## src/rtl/riscv_pkg.sv

```systemverilog
// Shared RISC-V datapath types: register address and writeback entry layout.
package riscv_pkg;
    localparam int XLEN   = 32;
    localparam int REG_AW = 5;

    typedef logic [REG_AW-1:0] reg_addr_t;

    typedef struct packed {
        reg_addr_t         rd;
        logic [XLEN-1:0]   data;
    } wb_entry_t;
endpackage

```

## src/rtl/wb_fifo.sv

```systemverilog
// Synchronous FIFO of writeback entries; 'entries' is presented in age order
// (index 0 = oldest) so consumers can scan pending results without pointer math.
module wb_fifo
    import riscv_pkg::*;
#(
    parameter  int DEPTH = 2,
    localparam int AW    = $clog2(DEPTH),
    localparam int CW    = AW + 1
) (
    input  logic                   clk,
    input  logic                   rst_n,
    input  logic                   push,
    input  wb_entry_t              push_entry,
    input  logic                   pop,
    input  logic                   flush,
    output logic                   full,
    output logic                   empty,
    output logic [CW-1:0]          count,
    output wb_entry_t              head,
    output wb_entry_t [DEPTH-1:0]  entries
);

    wb_entry_t [DEPTH-1:0] mem_r;
    logic [AW-1:0]         rd_ptr_r;
    logic [AW-1:0]         wr_ptr_r;
    logic [CW-1:0]         count_r;
    logic                  push_ok_s;
    logic                  pop_ok_s;

    assign full      = (count_r == CW'(DEPTH));
    assign empty     = (count_r == {CW{1'b0}});
    assign push_ok_s = push && !full;
    assign pop_ok_s  = pop && !empty;
    assign count     = count_r;
    assign head      = mem_r[rd_ptr_r];

    // Storage, pointers and occupancy; flush rewinds pointers but leaves stale data.
    always_ff @(posedge clk or negedge rst_n) begin
        if (!rst_n) begin
            mem_r    <= '0;
            rd_ptr_r <= {AW{1'b0}};
            wr_ptr_r <= {AW{1'b0}};
            count_r  <= {CW{1'b0}};
        end else if (flush) begin
            rd_ptr_r <= {AW{1'b0}};
            wr_ptr_r <= {AW{1'b0}};
            count_r  <= {CW{1'b0}};
        end else begin
            if (push_ok_s) begin
                mem_r[wr_ptr_r] <= push_entry;
                wr_ptr_r        <= wr_ptr_r + 1'b1;
            end
            if (pop_ok_s) begin
                rd_ptr_r <= rd_ptr_r + 1'b1;
            end
            case ({push_ok_s, pop_ok_s})
                2'b10:   count_r <= count_r + 1'b1;
                2'b01:   count_r <= count_r - 1'b1;
                default: count_r <= count_r;
            endcase
        end
    end

    // Rotate storage into age order starting at the read pointer.
    always_comb begin
        entries = '0;
        for (int i = 0; i < DEPTH; i++) begin
            entries[i] = mem_r[rd_ptr_r + AW'(i)];
        end
    end

endmodule

```

## src/rtl/alu_wb_stage.sv

```systemverilog
// Writeback stage: buffers ALU results and drains them to the register file.
// Build option WB_BYPASS_EN adds operand forwarding from pending entries.
module alu_wb_stage
    import riscv_pkg::*;
#(
    parameter  int DEPTH = 2,
    localparam int CW    = $clog2(DEPTH) + 1
) (
    input  logic              clk,
    input  logic              rst_n,
    input  logic              in_valid,
    output logic              in_ready,
    input  logic [REG_AW-1:0] in_rd,
    input  logic [XLEN-1:0]   in_data,
    input  logic              flush,
    output logic              rf_we,
    output logic [REG_AW-1:0] rf_waddr,
    output logic [XLEN-1:0]   rf_wdata,
    input  logic              rf_wready,
    output logic [CW-1:0]     pending,
    output logic [31:0]       retire_cnt
`ifdef WB_BYPASS_EN
   ,input  logic [REG_AW-1:0] rs1_addr,
    input  logic [REG_AW-1:0] rs2_addr,
    output logic              fwd1_hit,
    output logic              fwd2_hit,
    output logic [XLEN-1:0]   fwd1_data,
    output logic [XLEN-1:0]   fwd2_data
`endif
);

    logic                  full_s;
    logic                  empty_s;
    logic [CW-1:0]         count_s;
    wb_entry_t             head_s;
    wb_entry_t             push_entry_s;
    logic                  push_s;
    logic                  pop_s;
    logic [31:0]           retire_cnt_r;

    // Full blocks acceptance for the whole cycle even if the head retires now.
    assign in_ready     = !full_s && !flush;
    assign push_s       = in_valid && in_ready && (in_rd != {REG_AW{1'b0}});
    assign rf_we        = !empty_s && !flush;
    assign pop_s        = rf_we && rf_wready;
    assign rf_waddr     = head_s.rd;
    assign rf_wdata     = head_s.data;
    assign pending      = count_s;
    assign retire_cnt   = retire_cnt_r;
    assign push_entry_s = '{rd: in_rd, data: in_data};

`ifdef WB_BYPASS_EN
    wb_entry_t [DEPTH-1:0] entries_s;
    logic [DEPTH-1:0]      m1_s;
    logic [DEPTH-1:0]      m2_s;

    // Per-entry match against live (counted) slots; x0 never forwards.
    always_comb begin
        m1_s = {DEPTH{1'b0}};
        m2_s = {DEPTH{1'b0}};
        for (int i = 0; i < DEPTH; i++) begin
            m1_s[i] = (CW'(i) < count_s) && (entries_s[i].rd == rs1_addr)
                      && (rs1_addr != {REG_AW{1'b0}});
            m2_s[i] = (CW'(i) < count_s) && (entries_s[i].rd == rs2_addr)
                      && (rs2_addr != {REG_AW{1'b0}});
        end
    end

    // Scan oldest to youngest so the youngest match overrides older ones.
    always_comb begin
        fwd1_hit  = 1'b0;
        fwd2_hit  = 1'b0;
        fwd1_data = {XLEN{1'b0}};
        fwd2_data = {XLEN{1'b0}};
        for (int i = 0; i < DEPTH; i++) begin
            fwd1_hit  = fwd1_hit | m1_s[i];
            fwd2_hit  = fwd2_hit | m2_s[i];
            fwd1_data = m1_s[i] ? entries_s[i].data : fwd1_data;
            fwd2_data = m2_s[i] ? entries_s[i].data : fwd2_data;
        end
    end
`endif

    wb_fifo #(.DEPTH(DEPTH)) u_fifo (
        .clk        (clk),
        .rst_n      (rst_n),
        .push       (push_s),
        .push_entry (push_entry_s),
        .pop        (pop_s),
        .flush      (flush),
        .full       (full_s),
        .empty      (empty_s),
        .count      (count_s),
        .head       (head_s),
`ifdef WB_BYPASS_EN
        .entries    (entries_s)
`else
        .entries    ()
`endif
    );

    // Completed-write counter; wraps naturally and survives flush.
    always_ff @(posedge clk or negedge rst_n) begin
        if (!rst_n) begin
            retire_cnt_r <= 32'd0;
        end else if (pop_s) begin
            retire_cnt_r <= retire_cnt_r + 32'd1;
        end else begin
            retire_cnt_r <= retire_cnt_r;
        end
    end

endmodule

```

## config.mk

```make
export PLATFORM = sky130hd
export DESIGN_NAME = alu_wb_stage
export DESIGN_NICKNAME = d
export VERILOG_FILES = /design/src/rtl/riscv_pkg.sv /design/src/rtl/wb_fifo.sv /design/src/rtl/alu_wb_stage.sv
export SDC_FILE = /design/constraint.sdc
export NUM_CORES = 1
export LEC_CHECK = 0
export ABC_CLOCK_PERIOD_IN_PS = 1900
export CAP_MARGIN = 25
export CORE_MARGIN = 5
export CORE_UTILIZATION = 25
export CTS_BUF_LIST = sky130_fd_sc_hd__clkbuf_4 sky130_fd_sc_hd__clkbuf_8
export CTS_CLUSTER_DIAMETER = 80
export DETAILED_ROUTE_END_ITERATION = 7
export HOLD_SLACK_MARGIN = 0.06
export PLACE_DENSITY = 0.47
export RECOVER_POWER = 25
export SYNTH_ARGS = -nofsm -noshare
export SYNTH_HDL_FRONTEND = slang
export SYNTH_SLANG_ARGS = --single-unit
```

## constraint.sdc

```tcl
create_clock -name clk -period 1.9 [get_ports clk]
set_input_delay 0.38 -clock clk [delete_from_list [all_inputs] [get_ports clk]]
set_output_delay 0.38 -clock clk [all_outputs]
set_load 0.005 [all_outputs]
```

==> results of run 1 <==
synthesized netlist by cell type (3+ instances only):
cell type    n
and3_1       5
buf_12       4
buf_4        3
clkbuf_1     6
dfrtp_1    110
inv_1        4
mux2_2      82
mux2_4      30
nand2_1      9
nand3_1     14
nand4_1      8
nor2_1      16
nor3_1       4
xnor2_1     21
xor2_1      12
registers in the layout, indices dropped and copies added (netlist names):
| signal | cells |
|---|---|
| u_fifo.wr_ptr_r | 1 |
| u_fifo.mem_r | 74 |
| u_fifo.count | 2 |
| u_fifo.rd_ptr_r | 1 |
| retire_cnt | 32 |
what timing repair did:
action	in CTS	in global routing
hold endpoints to repair	28	0
setup endpoints to repair	108	89
pin swaps	1	2
setup buffers	8	4
gates resized for setup	147	34
cloned	4	2
hold buffers	1	0
cell families after synthesis:
family | synth area share
flops | 0.5530
fa+ha+maj | 0.002513
compound gates | 0.008547
buf+inv | 0.02815
simple gates | 0.07366
xor+xnor | 0.05807
mux | 0.2760
worst min path at each step:
| stage | start | end | slack (ns) | cells after the start |
|---|---|---|---|---|
| after detailed placement | rst_n | retire_cnt[8] | 0.36 | 1 |
| final | in_rd[0] | u_fifo.mem_r[69] | 0.47 | 3 |
| after CTS | flush | u_fifo.wr_ptr_r | 0.43 | 3 |
| after floorplan | rst_n | retire_cnt[0] | 0.08 | 0 |
| after global placement | rst_n | retire_cnt[9] | 0.36 | 1 |
| after global routing | in_rd[0] | u_fifo.mem_r[32] | 0.45 | 3 |
critical path, delay by kind of cell (launching register included):
kind,cells,cell delay (ns)
DFF,1,0.44
muxes,1,0.32
buffers and inverters,4,0.50
per-stage QoR:
step / setup TNS (ns) / std cells
2_1_floorplan: -4.485 / 347
3_3_place_gp: -39.19 / 749
3_5_place_dp: -39.60 / 749
4_1_cts: -4.961 / 778
5_1_grt: -5.425 / 780
6_report: -1.826 / 780
report_power, final:
| part | total (mW) | switching [mW] | leakage [nW] | internal [mW] |
|---|---|---|---|---|
| logic | 1.61 | 0.521 | 1.76 | 1.09 |
| clock network | 1.60 | 0.852 | 0.106 | 0.748 |
| registers | 3.06 | 0.253 | 1.37 | 2.81 |
| total | 6.27 | 1.63 | 3.23 | 4.65 |
cell type report:
class	instances	area (sq um)	area share
tap	265	331.6	0.04626
clock inverter	7	97.59	0.01362
sequential	110	2754	0.3843
timing repair buffer	165	1703	0.2376
clock buffer	9	123.9	0.01728
inverter	4	15.01	0.002095
multi-input combinational	220	2142	0.2989
metal layers:
layer  track usage  part of all wire  vias to the layer above
li1              -                 -                     1543
met1        0.1434              0.45                     1681
met2        0.1873              0.49                       71
met3       0.03321             0.041                        8
met4       0.03717             0.013                        0
met5             0                 0                        -
==> run_results.csv, run 1 <==
group,metric,value,unit
clock_network,insertion_delay,0.38,ns
finish,drive_gt1_frac,0.4350,
grt,grt_pass1_vias,3606,
clock_network,cts_buffer_depth,2,
pwr,leakagePower,3.233,nW
hold_path,hp-class,"in -> reg",
finish,syn2layout_area_growth,43.99,%
detailed_routing,initialDrtViolationCount,136,
placement,postPlaceCellArea,6706,sq um
pwr,powerDensity,875.3,nW/um^2
placement,portBuffers,114,
status,status,"finished with violations",
timing,relSlewSlack,0.4520,
clock_network,cts.htree.levels,3,
grt,grt_first_pass_wirelength,19.91,mm
logic_synthesis,yosys.area.top_type,"dfrtp_1",
detailed_routing,wl,12.72,mm
critical_path,cp_cell_sequence,"buf_12, buf_12, buf_12, mux2_4, buf_6",
critical_path,reg2reg_depth,6,
timing,setup_violations,47,
logic_synthesis,syn_area_per_cell,14.34,sq um
grt,grt_antenna_before_repair,0,
clock_network,cts_tree,"done",
critical_path,setup.worst_path.start,"u_fifo.rd_ptr_r",
finish,nets,553,
logic_synthesis,synthDistinctLibCells,30,
critical_path,cpPeakStageDelay,0.44,ns
timing,hold_ws,0.4718,ns
grt,overflow,0,
job,drv_cap,0,
die,boundaryPins,115,
detailed_routing,wire_per_inst,16.31,um
timing,tightest_slew,0.8221,ns
die,die-height,151.1,um
placement,place_ws,-0.5151,ns
critical_path,cp_max_fo,9,
logic_synthesis,synth_nets,390,
logic_synthesis,syn_inst,347,
detailed_routing,postRouteAntennaNets,0,
grt,grt_start_max_net_pins,44,
logic_synthesis,yosysTopAreaCellShare,0.5530,
placement,hpwl,8.532,mm
critical_path,r2r-end,"u_fifo.mem_r[36]",
logic_synthesis,synth_flop_cell,"dfrtp_1",
logic_synthesis,async_reset_ff_frac,1.000,
clock_network,cts_num_sinks,110,
finish,post-route-util,0.3670,
timing,fin_crit_sh,1.057,
finish,n_antenna_cell,0,
critical_path,end_kind,"primary output",
critical_path,path_common_cell,"buf_12",
timing,grt_setup_unrepaired,"yes",
detailed_routing,drc_errors,0,
timing,layout_setup_ws,-0.1082,ns
critical_path,path_class,"reg -> out",
die,core_area,19530,sq um
finish,fin_area,7167,sq um
die,initial_utilization,0.2549,
timing,max_freq,498.0,MHz
detailed_routing,firstDrtPassIters,6,
timing,finalClockSkew,0.01850,ns
critical_path,crit_end,"rf_waddr[3]",
die,rows,51,
grt,grtUsageTotal,0.1137,
die,die_w,151.1,um
logic_synthesis,netlist_area,4977,sq um
clock_network,clk_pin_slew_worst_paths,0.12,ns
placement,gp_congestion,0.7579,
logic_synthesis,ys_ff_latch,110,
status,violations,"negative setup slack",
logic_synthesis,ys_seq_area_frac,0.5530,
finish,layout_commonest_cell,"dfrtp_1",
logic_synthesis,synth-edff-count,0,
logic_synthesis,ys_warn_count,0,
finish,layout_common_cells,"109 x dfrtp_1, 73 x mux2_2, 67 x clkdlybuf4s50_1",
timing,min_period,2.008,ns
timing,slew_viol_final,0,
critical_path,r2r_setup_slack,0.11,ns
critical_path,crit_path_top_delay_cell,"dfrtp_2",
timing,finalHoldViolations,0,
logic_synthesis,synth.area.top_cells,"dfrtp_1 55%, mux2_2 19%, mux2_4 9.0%, xnor2_1 3.7%, xor2_1 2.1%",
critical_path,worst_ep_required_time,1.52,ns
clock_network,root_buffer,"clkbuf_8",
critical_path,rr_startpoint,"u_fifo.count[1]",
detailed_routing,vias,3303,
critical_path,cp-start-kind,"flip-flop",
pwr,ir_drop,0.3884,mV
die,die_area,22830,sq um
pwr,finalPower,6.273,mW
clock_network,numCtsBuffers,9,
detailed_routing,post_drt_via_cell_ratio,4.235,
critical_path,cp.arrival,1.63,ns
finish,nFillCells,1941,
(Power assumes the default switching activity.)
==> run 2, diff against run 1 <==
- ABC_CLOCK_PERIOD_IN_PS: 1900 -> 2100
- PLACE_DENSITY: 0.47 -> not set
- PLACE_DENSITY_LB_ADDON: not set -> 0.15
- clock period: 1.9 -> 2.1 ns (I/O delays scaled with it)
==> run 2 against run 1 <==
The flow finishes with violations (max-capacitance violations, max-slew violations). Register-to-register slack gained 0.13 ns. Cell count down 2.1%. Combinational power decreased by 19%. Wire length decreased by 2.9%. Highest routed layer unchanged.
==> run_results.csv, run 2 (synthesis gave the netlist of run 1 again) <==
group,metric,value,unit
finish,largest_register_ffs,74,
detailed_routing,post_drt_via_cell_ratio,4.170,
clock_network,insertion_delay,0.38,ns
finish,syn2layout_area_growth,37.15,%
finish,nets,538,
detailed_routing,postRouteAntennaNets,0,
detailed_routing,wl,12.36,mm
critical_path,path_class,"in -> reg",
grt,grt_first_pass_wirelength,19.32,mm
critical_path,cp_max_fo,13,
finish,nFillCells,1976,
status,status,"finished with violations",
clock_network,root_buffer,"clkbuf_8",
job,drv_cap,1,
finish,regMostFlops,"u_fifo.mem_r",
status,violations,"max-capacitance violations, max-slew violations",
hold_path,hp-class,"in -> reg",
pwr,powerDensity,770.2,nW/um^2
grt,grtUsageTotal,0.1108,
pwr,finalPower,5.258,mW
finish,drive_gt1_frac,0.4048,
placement,hpwl,8.133,mm
placement,gp_congestion,0.7345,
die,initial_utilization,0.2549,
finish,n_antenna_cell,0,
hold_path,min_path_cells,3,
placement,portBuffers,114,
grt,overflow,0,
clock_network,clk_pin_slew_worst_paths,0.10,ns
grt,grt_antenna_before_repair,0,
timing,tightest_slew,1.571,ns
timing,finalClockSkew,0.01843,ns
timing,min_period,2.067,ns
detailed_routing,firstDrtPassIters,3,
timing,setup_violations,0,
die,core_area,19530,sq um
grt,grt_start_max_net_pins,111,
timing,slew_viol_final,111,
clock_network,cts.htree.levels,3,
die,rows,51,
critical_path,reg2reg_depth,6,
detailed_routing,wire_per_inst,16.17,um
critical_path,cp.arrival,2.33,ns
timing,grt_setup_unrepaired,"no",
timing,relSlewSlack,-0.04712,
critical_path,end_kind,"flip-flop",
critical_path,cp-start-kind,"input pin",
timing,fin_setup_tns,0,ns
pwr,leakagePower,3.027,nW
detailed_routing,vias,3186,
timing,layout_setup_ws,0.03314,ns
timing,finalHoldViolations,0,
pwr,ir_drop,0.3407,mV
die,die_w,151.1,um
placement,place_ws,-0.3749,ns
timing,max_freq,483.8,MHz
die,boundaryPins,115,
detailed_routing,initialDrtViolationCount,64,
clock_network,cts_buffer_depth,2,
finish,layout_common_cells,"109 x dfrtp_1, 79 x mux2_2, 73 x clkdlybuf4s50_1",
die,die_area,22830,sq um
grt,grt_pass1_vias,3459,
clock_network,numCtsBuffers,9,
placement,dpl.cell_count,738,
die,die-height,151.1,um
clock_network,ctsHoldBuffers,0,
timing,hold_ws,0.4271,ns
timing,fin_crit_sh,0.9842,
clock_network,cts_num_sinks,110,
clock_network,cts_tree,"done",
finish,stdcell_count,764,
critical_path,worst_ep_required_time,2.37,ns
finish,layout_commonest_cell,"dfrtp_1",
detailed_routing,drc_errors,0,
==> run 2: changes by cell type in the layout (fill, tap and decap cells not counted), sizes merged <==
cell / change
dlygate4sd3: -1
clkdlybuf4s15: +1
bufinv: -2
bufbuf: -2
dlygate4sd2: +2
buf: -14
clkinv: +1
clkbuf: -6
clkdlybuf4s50: +6
dlymetal6s2s: -1
==> run 2: layout make-up <==
type	instances	area, sq um	area share
clock inverter	6	38.79	0.005682
clock buffer	9	123.9	0.01815
multi-input combinational	220	2112	0.3094
tap	265	331.6	0.04857
timing repair buffer	150	1451	0.2126
sequential	110	2754	0.4034
inverter	4	15.01	0.002199
==> run 2: final timing paths <==
path	to	slack (ns)	startpoint
max	u_fifo.mem_r[41]	0.03	in_rd[0]
min	u_fifo.wr_ptr_r	0.43	flush
max reg2reg	u_fifo.mem_r[32]	0.24	u_fifo.count[0]
min reg2reg	retire_cnt[31]	0.47	retire_cnt[31]
max in group asynchronous	u_fifo.rd_ptr_r	0.54	rst_n
min in group asynchronous	retire_cnt[29]	0.53	rst_n
==> run 2: power by group <==
part / switching (mW) / internal [mW]
logic: 0.436 / 0.871
registers: 0.236 / 2.54
clock network: 0.747 / 0.424
total: 1.42 / 3.84
==> run 2: stage by stage <==
step                  util  instance area, sq um
floorplan                -                  4977
global route        0.3496                  6827
finish              0.3496                  6827
global placement    0.3379                  6599
detailed placement  0.3379                  6599
CTS                 0.3485                  6805
==> run 2: timing repair <==
item                       4_1_cts  5_1_grt
gates cloned                     3        1
pin swaps                        0        1
setup buffers                    5        2
setup endpoints to repair       39       17
resized for setup              120       16
==> run 2: critical path, stage by stage <==
cell and delay (ns):
clkdlybuf4s50_1 0.44, or4_4 0.54, o211a_4 0.27, nand2_4 0.13, clkbuf_16 0.20, mux2_2 0.34
==> run 2: routing by layer <==
metal | vias to the layer above | part of all wire | global-route usage
li1 | 1507 | - | -
met1 | 1612 | 0.46 | 0.1458
met2 | 55 | 0.48 | 0.1797
met3 | 12 | 0.037 | 0.02005
met4 | 0 | 0.016 | 0.04624
met5 | - | 0 | 0
==> run 3, diff against run 2 <==
- CORE_MARGIN: 5 -> not set
==> run 3 against run 2 <==
The run ends with negative setup slack left. Maximum frequency fell by 1.8%. Combinational power hardly changed. Clock power up 15%. Register-to-register slack worse by 0.06 ns. Non-clock buffer count rose by 11. Largest cell class unchanged.
==> run_results.csv, run 3 (synthesis gave the netlist of run 1 again) <==
group,metric,value,unit
status,status,"finished with violations",
status,violations,"negative setup slack",
timing,finalHoldViolations,0,
die,rows,51,
grt,grt_pass1_vias,3473,
die,boundaryPins,115,
finish,regArea,2754,sq um
finish,drive_gt1_frac,0.4031,
clock_network,cts_num_sinks,110,
placement,gp_congestion,0.7671,
detailed_routing,postRouteAntennaNets,0,
timing,finalClockSkew,0.006475,ns
grt,overflow,0,
clock_network,insertion_delay,0.38,ns
placement,hpwl,7.940,mm
timing,layout_setup_ws,-0.004891,ns
clock_network,cts_tree,"done",
grt,grtUsageTotal,0.1225,
finish,nets,549,
critical_path,worst_ep_required_time,1.68,ns
detailed_routing,wire_per_inst,15.15,um
finish,regMostFlops,"u_fifo.mem_r",
grt,grt_first_pass_wirelength,18.77,mm
timing,fin_crit_sh,1.002,
grt,grtUsageMet1,0.1517,
finish,layout_commonest_cell,"dfrtp_1",
clock_network,numCtsBuffers,9,
timing,slew_viol_final,0,
critical_path,end_kind,"primary output",
grt,grt_antenna_before_repair,1,
grt,busiest_layer,"met2",
timing,max_freq,475.1,MHz
timing,setup_violations,2,
die,die-height,143.1,um
hold_path,hp-class,"reg -> reg",
placement,portBuffers,114,
placement,place_ws,-0.4221,ns
finish,fin_area,6914,sq um
clock_network,cts_buffer_depth,2,
pwr,ir_drop,0.3861,mV
placement,postPlaceCellArea,6576,sq um
grt,gr-usage-met2,0.2033,
critical_path,cp_max_fo,7,
timing,tightest_slew,1.138,ns
clock_network,root_buffer,"clkbuf_8",
clock_network,clk_pin_slew_worst_paths,0.10,ns
grt,grtUsageMet3,0.03421,
pwr,powerDensity,787.3,nW/um^2
pwr,leakagePower,3.140,nW
detailed_routing,post_drt_via_cell_ratio,4.170,
timing,min_period,2.105,ns
finish,syn2layout_area_growth,38.91,%
grt,grt_start_max_net_pins,67,
detailed_routing,vias,3240,
finish,multi_input_area,2116,sq um
detailed_routing,drc_errors,0,
critical_path,cp-start-kind,"flip-flop",
clock_network,cts.htree.levels,3,
die,initial_utilization,0.2557,
timing,grt_setup_unrepaired,"yes",
detailed_routing,wl,11.77,mm
finish,largest_register_ffs,74,
detailed_routing,initialDrtViolationCount,121,
timing,relSlewSlack,0.2414,
detailed_routing,firstDrtPassIters,4,
die,die_w,143.1,um
job,drv_cap,0,
finish,nFillCells,1920,
die,die_area,20480,sq um
critical_path,cp.arrival,1.68,ns
finish,layout_common_cells,"109 x dfrtp_1, 76 x mux2_2, 73 x clkdlybuf4s50_1",
critical_path,path_class,"reg -> out",
die,core_area,19460,sq um
==> run 3: cell type report <==
type / count / share of cell area
repair buffers: 161 / 0.2157
flip-flops and latches: 110 / 0.3983
clock inverters: 4 / 0.006515
multi-input cells: 220 / 0.3060
clock buffers: 12 / 0.02298
diodes: 1 / 0.0003619
well taps: 265 / 0.04796
inverters: 4 / 0.002172
==> run 3: worst paths after layout <==
path | start | slack [ns] | to | depth (start not counted)
setup / recovery | u_fifo.rd_ptr_r | -0.005 | rf_wdata[0] | 4
hold / removal | retire_cnt[31] | 0.47 | retire_cnt[31] | 1
setup reg to reg | u_fifo.count[0] | 0.18 | u_fifo.mem_r[0] | 8
hold reg to reg | retire_cnt[31] | 0.47 | retire_cnt[31] | 1
max in group asynchronous | rst_n | 0.49 | retire_cnt[13] | 3
min in group asynchronous | rst_n | 0.86 | u_fifo.mem_r[48] | 3
==> run 3: timing repair <==
action,4_1_cts,5_1_grt
buffers inserted,7,11
gates cloned,3,0
hold buffers,1,0
pin swaps,1,0
setup endpoints to repair,39,61
gates resized for setup,65,49
hold endpoints to repair,66,0
==> run 3: where the power goes <==
group	switching [mW]	internal (mW)	total (mW)
logic	0.426	0.898	1.32
clock network	0.712	0.625	1.34
registers	0.238	2.54	2.78
==> run 3: routing by layer <==
layer | up-vias | part of all wire
li1 | 1535 | -
met1 | 1625 | 0.44
met2 | 71 | 0.50
met3 | 9 | 0.047
met4 | 0 | 0.017
met5 | - | 0
==> run 3: worst max-delay path: stages, from the launching register on <==
cell and delay (ns):
dfrtp_2 0.42, buf_6 0.14, buf_12 0.13, mux2_2 0.35, dlygate4sd2_1 0.27
==> run 3: through the flow <==
step | hold slack (ns) | TNS [ns] | utilization | total power [mW] | std cells
after global routing | 0.4646 | -0.5435 | 0.3553 | 5.813 | 777
after global placement | 0.4585 | -27.63 | 0.3379 | 4.180 | 740
after CTS | 0.4474 | -2.703 | 0.3551 | 5.582 | 767
after floorplan | 0.1244 | 0 | - | 3.503 | 347
after detailed placement | 0.4625 | -29.64 | 0.3379 | 4.219 | 740
final | 0.4712 | -0.007924 | 0.3553 | 5.443 | 777
